$ cat config.mk
export PLATFORM = sky130hd
export DESIGN_NAME = if_fetch_unit
export DESIGN_NICKNAME = d
export VERILOG_FILES = /design/src/rtl/if_fetch_unit_pkg.sv /design/src/rtl/if_fetch_unit_hold_buffer.sv /design/src/rtl/if_fetch_unit.sv
export SDC_FILE = /design/constraint.sdc
export NUM_CORES = 1
export LEC_CHECK = 0
export BUFFER_PORTS_ARGS = -buffer_cell sky130_fd_sc_hd__buf_2
export CAP_MARGIN = 20
export CORE_AREA = 2 2 131 133
export CTS_BUF_LIST = sky130_fd_sc_hd__clkbuf_8 sky130_fd_sc_hd__clkbuf_16
export CTS_CLUSTER_DIAMETER = 40
export DETAILED_ROUTE_END_ITERATION = 8
export DIE_AREA = 0 0 133 135
export GPL_ROUTABILITY_DRIVEN = 0
export HOLD_SLACK_MARGIN = 0.08
export PLACE_DENSITY = 0.78
export SYNTH_ARGS = -nofsm -noshare
export SYNTH_HDL_FRONTEND = slang
export SYNTH_HIERARCHICAL = 1
export SYNTH_SLANG_ARGS = --single-unit
export TNS_END_PERCENT = 100
$ cat constraint.sdc
create_clock -name clk -period 2.9 [get_ports clk]
set_input_delay 0.58 -clock clk [delete_from_list [all_inputs] [get_ports clk]]
set_output_delay 0.58 -clock clk [all_outputs]
set_load 0.02 [all_outputs]
$ cat src/rtl/if_fetch_unit_pkg.sv
// Shared constants and state encoding for the instruction-fetch stage.
package if_fetch_unit_pkg;

    localparam int          ADDRESS_LEN = 32;
    localparam int          INSTR_LEN   = 32;
    localparam logic [31:0] NOP_INSTR   = 32'hE1A0_0000;  // MOV r0,r0
    localparam logic [31:0] RESET_PC    = 32'h0000_0000;

    typedef enum logic [1:0] {
        FETCH = 2'b00,
        HOLD  = 2'b01,
        DRAIN = 2'b10
    } fetch_state_e;

endpackage

$ cat src/rtl/if_fetch_unit_hold_buffer.sv
// if_hold_buffer: parks one fetched instruction and its PC+4 while the
// pipeline is frozen. Clear has priority over load.
module if_hold_buffer #(
    parameter int                   ADDR_LEN  = 32,
    parameter int                   INSTR_LEN = 32,
    parameter logic [INSTR_LEN-1:0] NOP_INSTR = 32'hE1A0_0000
) (
    input  logic                 clk,
    input  logic                 rst_n,
    input  logic                 load_i,
    input  logic                 clear_i,
    input  logic [ADDR_LEN-1:0]  pc_i,
    input  logic [INSTR_LEN-1:0] instr_i,
    output logic [ADDR_LEN-1:0]  pc_o,
    output logic [INSTR_LEN-1:0] instr_o
);

    logic [ADDR_LEN-1:0]  pc_q;
    logic [INSTR_LEN-1:0] instr_q;

    // Buffer register: cleared to an empty NOP slot, loaded on a frozen ack.
    always_ff @(posedge clk or negedge rst_n) begin
        if (!rst_n) begin
            pc_q    <= '0;
            instr_q <= NOP_INSTR;
        end else if (clear_i) begin
            pc_q    <= '0;
            instr_q <= NOP_INSTR;
        end else if (load_i) begin
            pc_q    <= pc_i;
            instr_q <= instr_i;
        end
    end

    assign pc_o    = pc_q;
    assign instr_o = instr_q;

endmodule

$ cat src/rtl/if_fetch_unit.sv
// if_fetch_unit: IF stage. Owns the PC, issues one-outstanding req/ack reads
// to instruction memory, honours freeze, and redirects on branch_taken.
// Optional build macro IF_PERF_CNT_EN adds perf_fetched / perf_stall counters.
module if_fetch_unit
    import if_fetch_unit_pkg::*;
#(
    parameter int                   ADDR_LEN  = ADDRESS_LEN,
    parameter int                   INSTR_LEN = if_fetch_unit_pkg::INSTR_LEN,
    parameter logic [ADDR_LEN-1:0]  RESET_PC  = ADDR_LEN'(if_fetch_unit_pkg::RESET_PC),
    parameter logic [INSTR_LEN-1:0] NOP_INSTR = INSTR_LEN'(if_fetch_unit_pkg::NOP_INSTR)
) (
    input  logic                 clk,
    input  logic                 rst,
    input  logic                 freeze,
    input  logic                 branch_taken,
    input  logic [ADDR_LEN-1:0]  branch_addr,
    output logic                 imem_req,
    output logic [ADDR_LEN-1:0]  imem_addr,
    input  logic                 imem_ack,
    input  logic [INSTR_LEN-1:0] imem_rdata,
    output logic [ADDR_LEN-1:0]  pc,
    output logic [INSTR_LEN-1:0] instruction,
    output logic                 instr_valid,
    output logic                 fetch_busy
`ifdef IF_PERF_CNT_EN
    ,
    output logic [31:0]          perf_fetched,
    output logic [31:0]          perf_stall
`endif
);

    fetch_state_e         state_q, state_d;
    logic [ADDR_LEN-1:0]  pc_q, pc_d;
    logic [ADDR_LEN-1:0]  drain_addr_q, drain_addr_d;
    logic                 run_q;

    logic [ADDR_LEN-1:0]  pc_plus4;
    logic [ADDR_LEN-1:0]  branch_target;
    logic                 branch_addr_unused;

    logic                 hb_load;
    logic                 hb_clear;
    logic [ADDR_LEN-1:0]  hb_pc;
    logic [INSTR_LEN-1:0] hb_instr;

    assign pc_plus4           = pc_q + ADDR_LEN'(4);
    assign branch_target      = {branch_addr[ADDR_LEN-1:2], 2'b00};
    assign branch_addr_unused = ^branch_addr[1:0];

    if_hold_buffer #(
        .ADDR_LEN  (ADDR_LEN),
        .INSTR_LEN (INSTR_LEN),
        .NOP_INSTR (NOP_INSTR)
    ) u_hold_buffer (
        .clk     (clk),
        .rst_n   (rst),
        .load_i  (hb_load),
        .clear_i (hb_clear),
        .pc_i    (pc_plus4),
        .instr_i (imem_rdata),
        .pc_o    (hb_pc),
        .instr_o (hb_instr)
    );

    // State, PC, drain address and the post-reset run flag. run_q delays the
    // first request by one cycle after reset release and kills it instantly
    // when reset is asserted.
    always_ff @(posedge clk or negedge rst) begin
        if (!rst) begin
            state_q      <= FETCH;
            pc_q         <= RESET_PC;
            drain_addr_q <= RESET_PC;
            run_q        <= 1'b0;
        end else begin
            state_q      <= state_d;
            pc_q         <= pc_d;
            drain_addr_q <= drain_addr_d;
            run_q        <= 1'b1;
        end
    end

    // Next-state and output logic; branch_taken overrides everything, and the
    // DRAIN address stays on the old request until memory acknowledges it.
    always_comb begin
        state_d      = state_q;
        pc_d         = pc_q;
        drain_addr_d = drain_addr_q;
        hb_load      = 1'b0;
        hb_clear     = 1'b0;
        imem_req     = 1'b0;
        imem_addr    = pc_q;
        pc           = '0;
        instruction  = NOP_INSTR;
        instr_valid  = 1'b0;
        fetch_busy   = 1'b0;

        if (run_q) begin
            unique case (state_q)
                FETCH: begin
                    imem_req   = 1'b1;
                    imem_addr  = pc_q;
                    fetch_busy = ~imem_ack;
                    if (branch_taken) begin
                        pc_d = branch_target;
                        if (!imem_ack) begin
                            drain_addr_d = pc_q;
                            state_d      = DRAIN;
                        end
                    end else if (imem_ack) begin
                        if (!freeze) begin
                            instruction = imem_rdata;
                            pc          = pc_plus4;
                            instr_valid = 1'b1;
                            pc_d        = pc_plus4;
                        end else begin
                            hb_load = 1'b1;
                            state_d = HOLD;
                        end
                    end
                end

                HOLD: begin
                    if (branch_taken) begin
                        pc_d     = branch_target;
                        hb_clear = 1'b1;
                        state_d  = FETCH;
                    end else begin
                        instruction = hb_instr;
                        pc          = hb_pc;
                        instr_valid = 1'b1;
                        if (!freeze) begin
                            pc_d    = pc_plus4;
                            state_d = FETCH;
                        end
                    end
                end

                DRAIN: begin
                    imem_req   = 1'b1;
                    imem_addr  = drain_addr_q;
                    fetch_busy = ~imem_ack;
                    if (branch_taken) begin
                        pc_d = branch_target;
                    end
                    if (imem_ack) begin
                        state_d = FETCH;
                    end
                end

                default: begin
                    state_d = FETCH;
                end
            endcase
        end
    end

`ifdef IF_PERF_CNT_EN
    logic [31:0] perf_fetched_q;
    logic [31:0] perf_stall_q;

    // Performance counters: consumed instructions and stalled cycles, wrapping.
    always_ff @(posedge clk or negedge rst) begin
        if (!rst) begin
            perf_fetched_q <= '0;
            perf_stall_q   <= '0;
        end else begin
            if (instr_valid && !freeze) begin
                perf_fetched_q <= perf_fetched_q + 32'd1;
            end
            if (fetch_busy || (state_q == HOLD)) begin
                perf_stall_q <= perf_stall_q + 32'd1;
            end
        end
    end

    assign perf_fetched = perf_fetched_q;
    assign perf_stall   = perf_stall_q;
`endif

endmodule

==> impl_metrics.ini, run 1 <==
[hold_path]
hold_path.class = in2reg
hold_start = imem_rdata[24]

[critical_path]
required_ns = 2.32
reg2reg_from = state_q[0]$_DFFE_PN0P_
worst-path-max-fanout = 8
r2r_slack_ns = 0.90
crit_path_start = pc_q[19]$_DFFE_PN0P_
worst_ep_arrival_time_ns = 2.22
critPathKind = reg2out
start_kind = flip-flop
path_cells = nand3_1 > nor4_4 > buf_6 > nand4_1 > xnor2_2 > a22o_1 > buf_2
slowest_stage = dfrtp_2
crit_path_end_kind = primary output
max_stage_delay_ns = 0.44
cp_num_buf_inv = 2
crit_family = simple AND/OR/NAND/NOR gates

[job]
maxCapViolations = 0

[floorplan]
io_pins = 168
initial_utilization = 0.4492
die_w_um = 133
dieArea_mm2 = 0.01796
core_area_mm2 = 0.01641
rows = 47
die_h_um = 135

[detailed_routing]
first_pass_iters = 7
remaining_drc_errors = 0
wl_um = 19990
wl_per_cell_um = 17.39
vias = 6322
ant_nets = 0
drtIter0Drc = 394
via_per_inst = 5.497

[cts]
clock_sinks = 127
worstSkewPairLatency_ns = 0.42
cts_tree = built
cts_root_buf = clkbuf_16
cts_buffers = 17
cts_max_level = 4
clk_path_buf_depth = 2
clk_pin_slew_ns = 0.06

[yosys]
post_synth_instance_area_mm2 = 0.007370
syn_avg_cell_area_um2 = 10.04
synth_ff_type = dfrtp_1
yosysSeqAreaShare = 0.4323
yosys.area.top_type = dfrtp_1
post_synth_num_cell_types = 53
synth_top_area_share = 0.4109
ys_warn_count = 6
synth-async-reset-ratio = 1.000
synth-edff-count = 0
synthCells = 734
synth_seq_cells = 127
synth_area_leaders = dfrtp_1 (41%), mux2_2 (9.2%), mux2i_1 (8.1%)

[pwr]
power_leakage_nw = 4.246
fin_total_pwr_mw = 7.444
pwr_density_cell_mw_per_mm2 = 785.1
vdd_drop_max_mv = 0.5249

[timing]
finalCriticalPeriod_ns = 2.804
hold_violations = 0
timing.fmax_ghz = 0.3567
slew_headroom = 0.5773
slew_viol_final = 0
setup_viol = 0
rsz0062_at_grt = yes
tightest_slew_ns = 0.6340
worst_slack_ns = 0.09625
fin_skew_ns = 0.007008
period_share = 0.9668

[global_route]
grt_max_degree = 74
grt_antenna_before_repair = 0
gr-usage-all-layers = 0.2218
grt_pass1_wl_um = 31330
grt_overflow = 0
grt_pass1_vias = 6037

[place]
hpwl_um = 13430
io_buffers = 163
dpl.cell_count = 1095
dp_slack_ns = 0.2015
placed_area_mm2 = 0.008467

[final_layout]
stdcell_area_mm2 = 0.009482
drive_gt1_frac = 0.4177
final-instance-count-excl-fill = 1150
nets = 986
syn2layout_area_growth_pct = 28.66

[status]
status = completed
power by group:
group / internal, mW / switching, mW
clock network: 1.66 / 0.815
registers: 2.40 / 0.454
logic: 1.02 / 1.10
total: 5.08 / 2.37
area by class of cell:
class | count | area (µm²)
Clock buffer | 19 | 452.9
Timing Repair Buffer | 223 | 1354
Antenna cell | 1 | 2.502
Inverter | 11 | 41.29
Sequential cell | 127 | 3207
Clock inverter | 13 | 234.0
Tap cell | 220 | 275.3
Fill cell | 1392 | 6925
Multi-Input combinational cell | 536 | 3915
cells in the mapped netlist (5+ instances only):
cell / n
and3_1: 5
xor2_1: 5
dfstp_2: 6
mux2i_1: 60
buf_12: 6
and2_1: 5
buf_2: 21
nor3_1: 7
and2b_2: 6
mux2_2: 60
dfrtp_1: 121
a2bb2oi_1: 16
nor2_1: 111
xnor2_1: 19
nand2_1: 45
nand3_1: 18
o21ai_0: 16
inv_1: 10
a22o_1: 19
o22ai_1: 22
clkbuf_1: 29
a22oi_1: 39
a21oi_1: 28
nand4_1: 11
stage by stage:
stage | setup TNS (ns) | utilization | hold slack [ns]
6_report | 0 | 0.5779 | 0.3937
5_1_grt | -0.03235 | 0.5777 | 0.3766
4_1_cts | 0 | 0.5644 | 0.3722
3_5_place_dp | 0 | 0.5161 | 0.4927
3_3_place_gp | 0 | 0.5161 | 0.4844
2_1_floorplan | 0 | - | 0.2844
what timing repair did:
action	in CTS	in global routing
buffers inserted	8	13
gates cloned	0	0
gates resized for setup	8	34
endpoints found under the setup margin	19	24
hold buffers	1	0
pin swaps	5	9
endpoints found under the hold margin	20	0
cells by family after synthesis:
logic type | count (synthesis) | share of synthesized area
DFF | 127 | 0.4323
AOI/OAI and AO/OA | 155 | 0.1472
adders and majority gates | 1 | 0.001698
buffers and inverters | 74 | 0.05756
muxes | 120 | 0.1732
xor gates and xnor gates | 28 | 0.03735
and+or+nand+nor | 227 | 0.1497
other | 2 | 0.001019
routing by layer:
layer	GRT usage	vias up	part of all wire
met4	0.08363	0	0.016
li1	-	2996	-
met5	0	-	0
met1	0.2923	3081	0.45
met2	0.3549	219	0.47
met3	0.05518	26	0.063
cells in the final DEF (no fill, tap or decap), types with 16 or more instances in the layout:
| cell type | instances |
|---|---|
| mux2i_1 | 60 |
| a21oi_1 | 28 |
| o22ai_1 | 22 |
| mux2_2 | 60 |
| nor2_1 | 106 |
| a22oi_1 | 39 |
| clkbuf_16 | 17 |
| nand2_1 | 43 |
| a2bb2oi_1 | 16 |
| dfrtp_2 | 17 |
| dfrtp_1 | 104 |
| a22o_1 | 19 |
| buf_2 | 160 |
| nand3_1 | 16 |
| buf_4 | 53 |
registers in the layout, summed over array words and instances, names as in the netlist:
signal / flops
run_q: 1
pc_q: 30
u_hold_buffer/pc_o: 32
state_q: 2
u_hold_buffer/instr_o: 32
drain_addr_q: 30
worst paths after layout:
check | end | cells past startpoint
max reg2reg | u_hold_buffer/instr_o[24]$_DFFE_PN1P_ | 5
max | pc[26] | 7
min in group asynchronous | u_hold_buffer/instr_o[1]$_DFFE_PN0P_ | 2
min reg2reg | drain_addr_q[10]$_DFFE_PN0P_ | 1
min | u_hold_buffer/instr_o[24]$_DFFE_PN1P_ | 2
max in group asynchronous | pc_q[11]$_DFFE_PN0P_ | 3
Note: power is estimated with default switching activity, not from simulation.
==> run 2: changes to the inputs <==
CORE_AREA = 2 2 124 126   (was 2 2 131 133)
DIE_AREA = 0 0 126 128   (was 0 0 133 135)
PLACE_DENSITY = 0.85   (was 0.78)
==> run 2 against run 1 <==
  * The flow now finishes with violations (setup timing)
  * Final cell count is 2.3% lower
  * Clock skew barely moved
  * Design area is essentially flat
  * Total power up 0.63%
  * Sequential cell count is the same
  * Worst hold slack worse by 0.24 ns
  * Sequential power is essentially flat
  * Largest power group unchanged
==> impl_metrics.ini, run 2 (synthesized netlist as in run 1, its figures left out) <==
[status]
status = finished with violations
violations = setup timing

[critical_path]
critPathKind = reg2out
crit_path_end_kind = primary output
worst-path-max-fanout = 9
required_ns = 2.32
r2r_cells = 11
worst_ep_arrival_time_ns = 2.33
start_kind = flip-flop
r2r_slack_ns = 0.81

[detailed_routing]
remaining_drc_errors = 0
first_pass_iters = 5
ant_nets = 0
wl_um = 20610
via_per_inst = 5.898
drtIter0Drc = 441
vias = 6629
wl_per_cell_um = 18.34

[cts]
cts_tree = built
ctsHoldBuffers = 0
cts_buffers = 17
cts_root_buf = clkbuf_16
clk_pin_slew_ns = 0.05
cts_max_level = 4
clk_path_buf_depth = 2
clock_sinks = 127
worstSkewPairLatency_ns = 0.42

[final_layout]
syn2layout_area_growth_pct = 28.59
final_common_cell = buf_2
nets = 994
antennaDiodeCount = 0
final_core_util = 0.6375
final-instance-count-excl-fill = 1124
fillers = 1112
mostFrequentLayoutCells = buf_2 (162), nor2_1 (106), dfrtp_1 (106)
drive_gt1_frac = 0.4199

[timing]
slew_headroom = 0.5693
rsz0062_at_grt = yes
setup_viol = 1
fin_skew_ns = 0.007323
finalCriticalPeriod_ns = 2.912
tightest_slew_ns = 0.6460
timing.fmax_ghz = 0.3434
period_share = 1.004
worst_slack_ns = -0.01177
hold_violations = 0
holdWs_ns = 0.1530
slew_viol_final = 0

[hold_path]
hold_path.class = in2async

[floorplan]
die_h_um = 128
initial_utilization = 0.4958
core_area_mm2 = 0.01486
die_w_um = 126
io_pins = 168
dieArea_mm2 = 0.01613
rows = 45

[global_route]
grt_pass1_vias = 6140
gr-usage-all-layers = 0.2443
grt_antenna_before_repair = 1
grt_overflow = 0
grt_max_degree = 64
grt_pass1_wl_um = 31310

[place]
io_buffers = 163
hpwl_um = 13280
dp_slack_ns = 0.1341
dpl.cell_count = 1059

[job]
maxCapViolations = 0

[pwr]
power_leakage_nw = 4.297
pwr_density_cell_mw_per_mm2 = 790.5
vdd_drop_max_mv = 0.5178
fin_total_pwr_mw = 7.491
-- run 2: cell count changes in the layout (fill, tap and decap cells not counted), moves of 2 or more --
cell,delta
clkinvlp_4,-3
xnor2_2,+2
xnor2_1,-2
buf_2,+2
dfrtp_2,-2
nor2_2,-2
dfrtp_1,+2
buf_4,+7
inv_1,+2
clkinv_2,+2
nor2_4,+2
-- run 2: timing repair --
action,CTS,global route
gates resized for setup,20,22
pin swaps,5,10
setup buffers,11,23
endpoints found under the setup margin,19,19
-- run 2: layout make-up --
| class | instances | area [µm²] | area share |
|---|---|---|---|
| multi-input combinational | 536 | 3939 | 0.4156 |
| timing repair buffer | 231 | 1398 | 0.1475 |
| clock buffer | 18 | 439.2 | 0.04634 |
| inverter | 11 | 41.29 | 0.004357 |
| sequential | 127 | 3204 | 0.3381 |
| clock inverter | 13 | 220.2 | 0.02324 |
| tap | 188 | 235.2 | 0.02482 |
-- run 2: worst paths after layout --
check                                              from                                    end
hold / removal                                      rst  u_hold_buffer/instr_o[17]$_DFFE_PN0P_
min in group clk                         imem_rdata[24]  u_hold_buffer/instr_o[24]$_DFFE_PN1P_
setup reg to reg                    pc_q[2]$_DFFE_PN0P_     u_hold_buffer/pc_o[25]$_DFFE_PN0P_
setup / recovery                    pc_q[9]$_DFFE_PN0P_                                 pc[20]
max in group asynchronous                           rst                    pc_q[3]$_DFFE_PN0P_
hold reg to reg            drain_addr_q[10]$_DFFE_PN0P_           drain_addr_q[10]$_DFFE_PN0P_
-- run 2: per-layer routing --
| layer | track usage | routed length (µm) | vias to the layer above |
|---|---|---|---|
| li1 | - | - | 3013 |
| met5 | 0 | 0 | - |
| met1 | 0.3082 | 8512 | 3256 |
| met4 | 0.08791 | 477 | 0 |
| met2 | 0.4159 | 10130 | 319 |
| met3 | 0.05384 | 1494 | 41 |
-- run 2: where the power goes --
| part | internal, mW | switching, mW | leakage, nW | total (mW) |
|---|---|---|---|---|
| Sequential | 2.39 | 0.471 | 1.54 | 2.86 |
| Combinational | 1.06 | 1.16 | 2.42 | 2.22 |
| Clock | 1.62 | 0.787 | 0.332 | 2.41 |
-- run 2: stage by stage --
step | TNS (ns) | cell area [µm²]
6_report | -0.01177 | 9477
5_1_grt | -0.3958 | 9477
4_1_cts | 0 | 9204
3_5_place_dp | 0 | 8384
3_3_place_gp | 0 | 8384
2_1_floorplan | 0 | 7381
-- run 2: critical path, stage by stage (launching register included) --
cell and delay, ns:
dfrtp_2 0.40, buf_4 0.14, nand4_1 0.16, nor3_4 0.26, buf_12 0.16, nand4_1 0.19, xnor2_2 0.28, a22o_1 0.17
buf_2 0.16
==> run 3: changes to the inputs <==
CORE_AREA = 2 2 125 127   (was 2 2 124 126)
DIE_AREA = 0 0 127 129   (was 0 0 126 128)
PLACE_DENSITY = 0.87   (was 0.85)
clock period = 2.65 ns   (was 2.9 ns; I/O delays follow)
==> run 3 against run 2 <==
  * Sequential cell count is the same
  * Clock power is essentially flat
  * Utilization grew 3.5 points
  * Combinational power grew 21%
  * Sequential share of layout area shrank 2.0 points
  * The flow still finishes with violations (setup timing)
  * Via count grew 2.0%
  * Sequential power grew 8.0%
  * Non-clock buffer count grew 32
==> impl_metrics.ini, run 3 (synthesized netlist as in run 1, its figures left out) <==
[status]
status = finished with violations
violations = setup timing

[final_layout]
fillers = 1090
mostFrequentLayoutCells = buf_2 (139), dfrtp_1 (108), nor2_1 (105)
drive_gt1_frac = 0.4566
antennaDiodeCount = 0
syn2layout_area_growth_pct = 36.74
nets = 1026
final_common_cell = buf_2

[floorplan]
dieArea_mm2 = 0.01638
rows = 45
io_pins = 168
initial_utilization = 0.4921
die_h_um = 129
core_area_mm2 = 0.01498
die_w_um = 127

[critical_path]
reg2reg_from = state_q[0]$_DFFE_PN0P_
crit_path_start = state_q[0]$_DFFE_PN0P_
r2r_slack_ns = 0.64
start_kind = flip-flop
r2r_cells = 6
worst-path-max-fanout = 7
crit_family = simple AND/OR/NAND/NOR gates
path_cells = or4_4 > nor2_4 > clkbuf_16 > a22o_1 > buf_6
timing.rr.end = u_hold_buffer/instr_o[24]$_DFFE_PN1P_
slowest_stage = or4_4
crit_cells = 5
critPathKind = reg2out
crit_path_end_kind = primary output
max_stage_delay_ns = 0.53
worstSetupEndpoint = pc[18]
worst_ep_arrival_time_ns = 2.24
cp_num_buf_inv = 2
required_ns = 2.12

[timing]
tns_ns = -1.243
timing.fmax_ghz = 0.3606
setup_viol = 19
finalCriticalPeriod_ns = 2.773
period_share = 1.047
slew_headroom = 0.5107
slew_viol_final = 0
tightest_slew_ns = 0.7339
rsz0062_at_grt = yes
fin_skew_ns = 0.008418
worst_slack_ns = -0.1234
hold_violations = 0

[pwr]
power.switching_mw = 2.713
combPwrFrac = 0.330
p_int_mw = 5.454
power_frac_seq = 0.378
p_sw_frac = 0.3322
fin_total_pwr_mw = 8.167
p_clk_frac = 0.292
pwr_density_cell_mw_per_mm2 = 810.4
power_leakage_nw = 4.531
vdd_drop_max_mv = 0.5742

[detailed_routing]
wl_per_cell_um = 18.85
drtIter0Drc = 484
vias = 6762
via_per_inst = 5.849
first_pass_iters = 7
wl_um = 21790
ant_nets = 0
remaining_drc_errors = 0

[global_route]
grt_max_degree = 128
gr-usage-all-layers = 0.2563
grt_pass1_wl_um = 32860
grt_overflow = 0
grt_antenna_before_repair = 1
grt_pass1_vias = 6463

[cts]
cts_tree = built
worstSkewPairLatency_ns = 0.43
cts_buffers = 17
clk_path_buf_depth = 2
clock_sinks = 127
cts_root_buf = clkbuf_16
ctsHoldBuffers = 0
cts_max_level = 4
clk_pin_slew_ns = 0.05

[hold_path]
hold_path.class = in2async

[place]
hpwl_um = 13400
io_buffers = 163
dp_slack_ns = 0.1396

[job]
maxCapViolations = 0
[run 3: changes by cell type in the layout (fill, tap and decap cells not counted), sizes merged]
cell,delta
clkbuf,+8
bufinv,-4
buf,+30
clkinv,-2
[run 3: power groups by stage]
| stage | registers [mW] | logic, mW | clock network, mW |
|---|---|---|---|
| finish | 3.09 | 2.69 | 2.39 |
| global route | 3.17 | 2.90 | 2.51 |
| CTS | 3.06 | 2.46 | 2.40 |
| detailed placement | 3.08 | 2.30 | 0 |
| global placement | 3.02 | 2.22 | 0 |
| floorplan | 2.95 | 1.67 | 0 |
[run 3: how the worst min path moves through the flow]
stage / endpoint / slack [ns] / cells past startpoint / start
CTS: u_hold_buffer/instr_o[0]$_DFFE_PN0P_ / 0.26 / 2 / rst
global route: u_hold_buffer/instr_o[0]$_DFFE_PN0P_ / 0.26 / 2 / rst
finish: u_hold_buffer/instr_o[0]$_DFFE_PN0P_ / 0.17 / 2 / rst
detailed placement: drain_addr_q[10]$_DFFE_PN0P_ / 0.49 / 1 / drain_addr_q[10]$_DFFE_PN0P_
global placement: drain_addr_q[17]$_DFFE_PN0P_ / 0.48 / 1 / drain_addr_q[17]$_DFFE_PN0P_
floorplan: drain_addr_q[10]$_DFFE_PN0P_ / 0.23 / 0 / rst
[run 3: repair_timing]
action                                  CTS  global route
pin swaps                                25            35
buffers inserted                         19            23
endpoints found under the setup margin   27            52
cloned                                    0             4
resized for setup                        54            62
[run 3: cell type report]
type	count	area (µm²)	area share
clock buffer	24	521.8	0.05178
timing repair buffer	263	1893	0.1879
inverter	11	41.29	0.004097
clock inverter	7	82.58	0.008195
sequential	127	3202	0.3177
tap	188	235.2	0.02334
multi-input combinational	536	4101	0.4070
[run 3: per-stage QoR]
stage                       util  hold slack [ns]  instances  instance area [µm²]
after floorplan                -           0.2344        737                 7381
after CTS                 0.6382           0.2559       1128                 9558
after detailed placement  0.5735           0.4922       1078                 8589
after global placement    0.5735           0.4845       1078                 8589
final                     0.6728           0.1681       1156                10080
after global routing      0.6728           0.2558       1156                10080
[run 3: per-layer routing]
layer,GRT usage,part of all wire
met2,0.4200,0.49
met4,0.1118,0.023
met3,0.06528,0.071
met1,0.3243,0.41
met5,0,0.00060
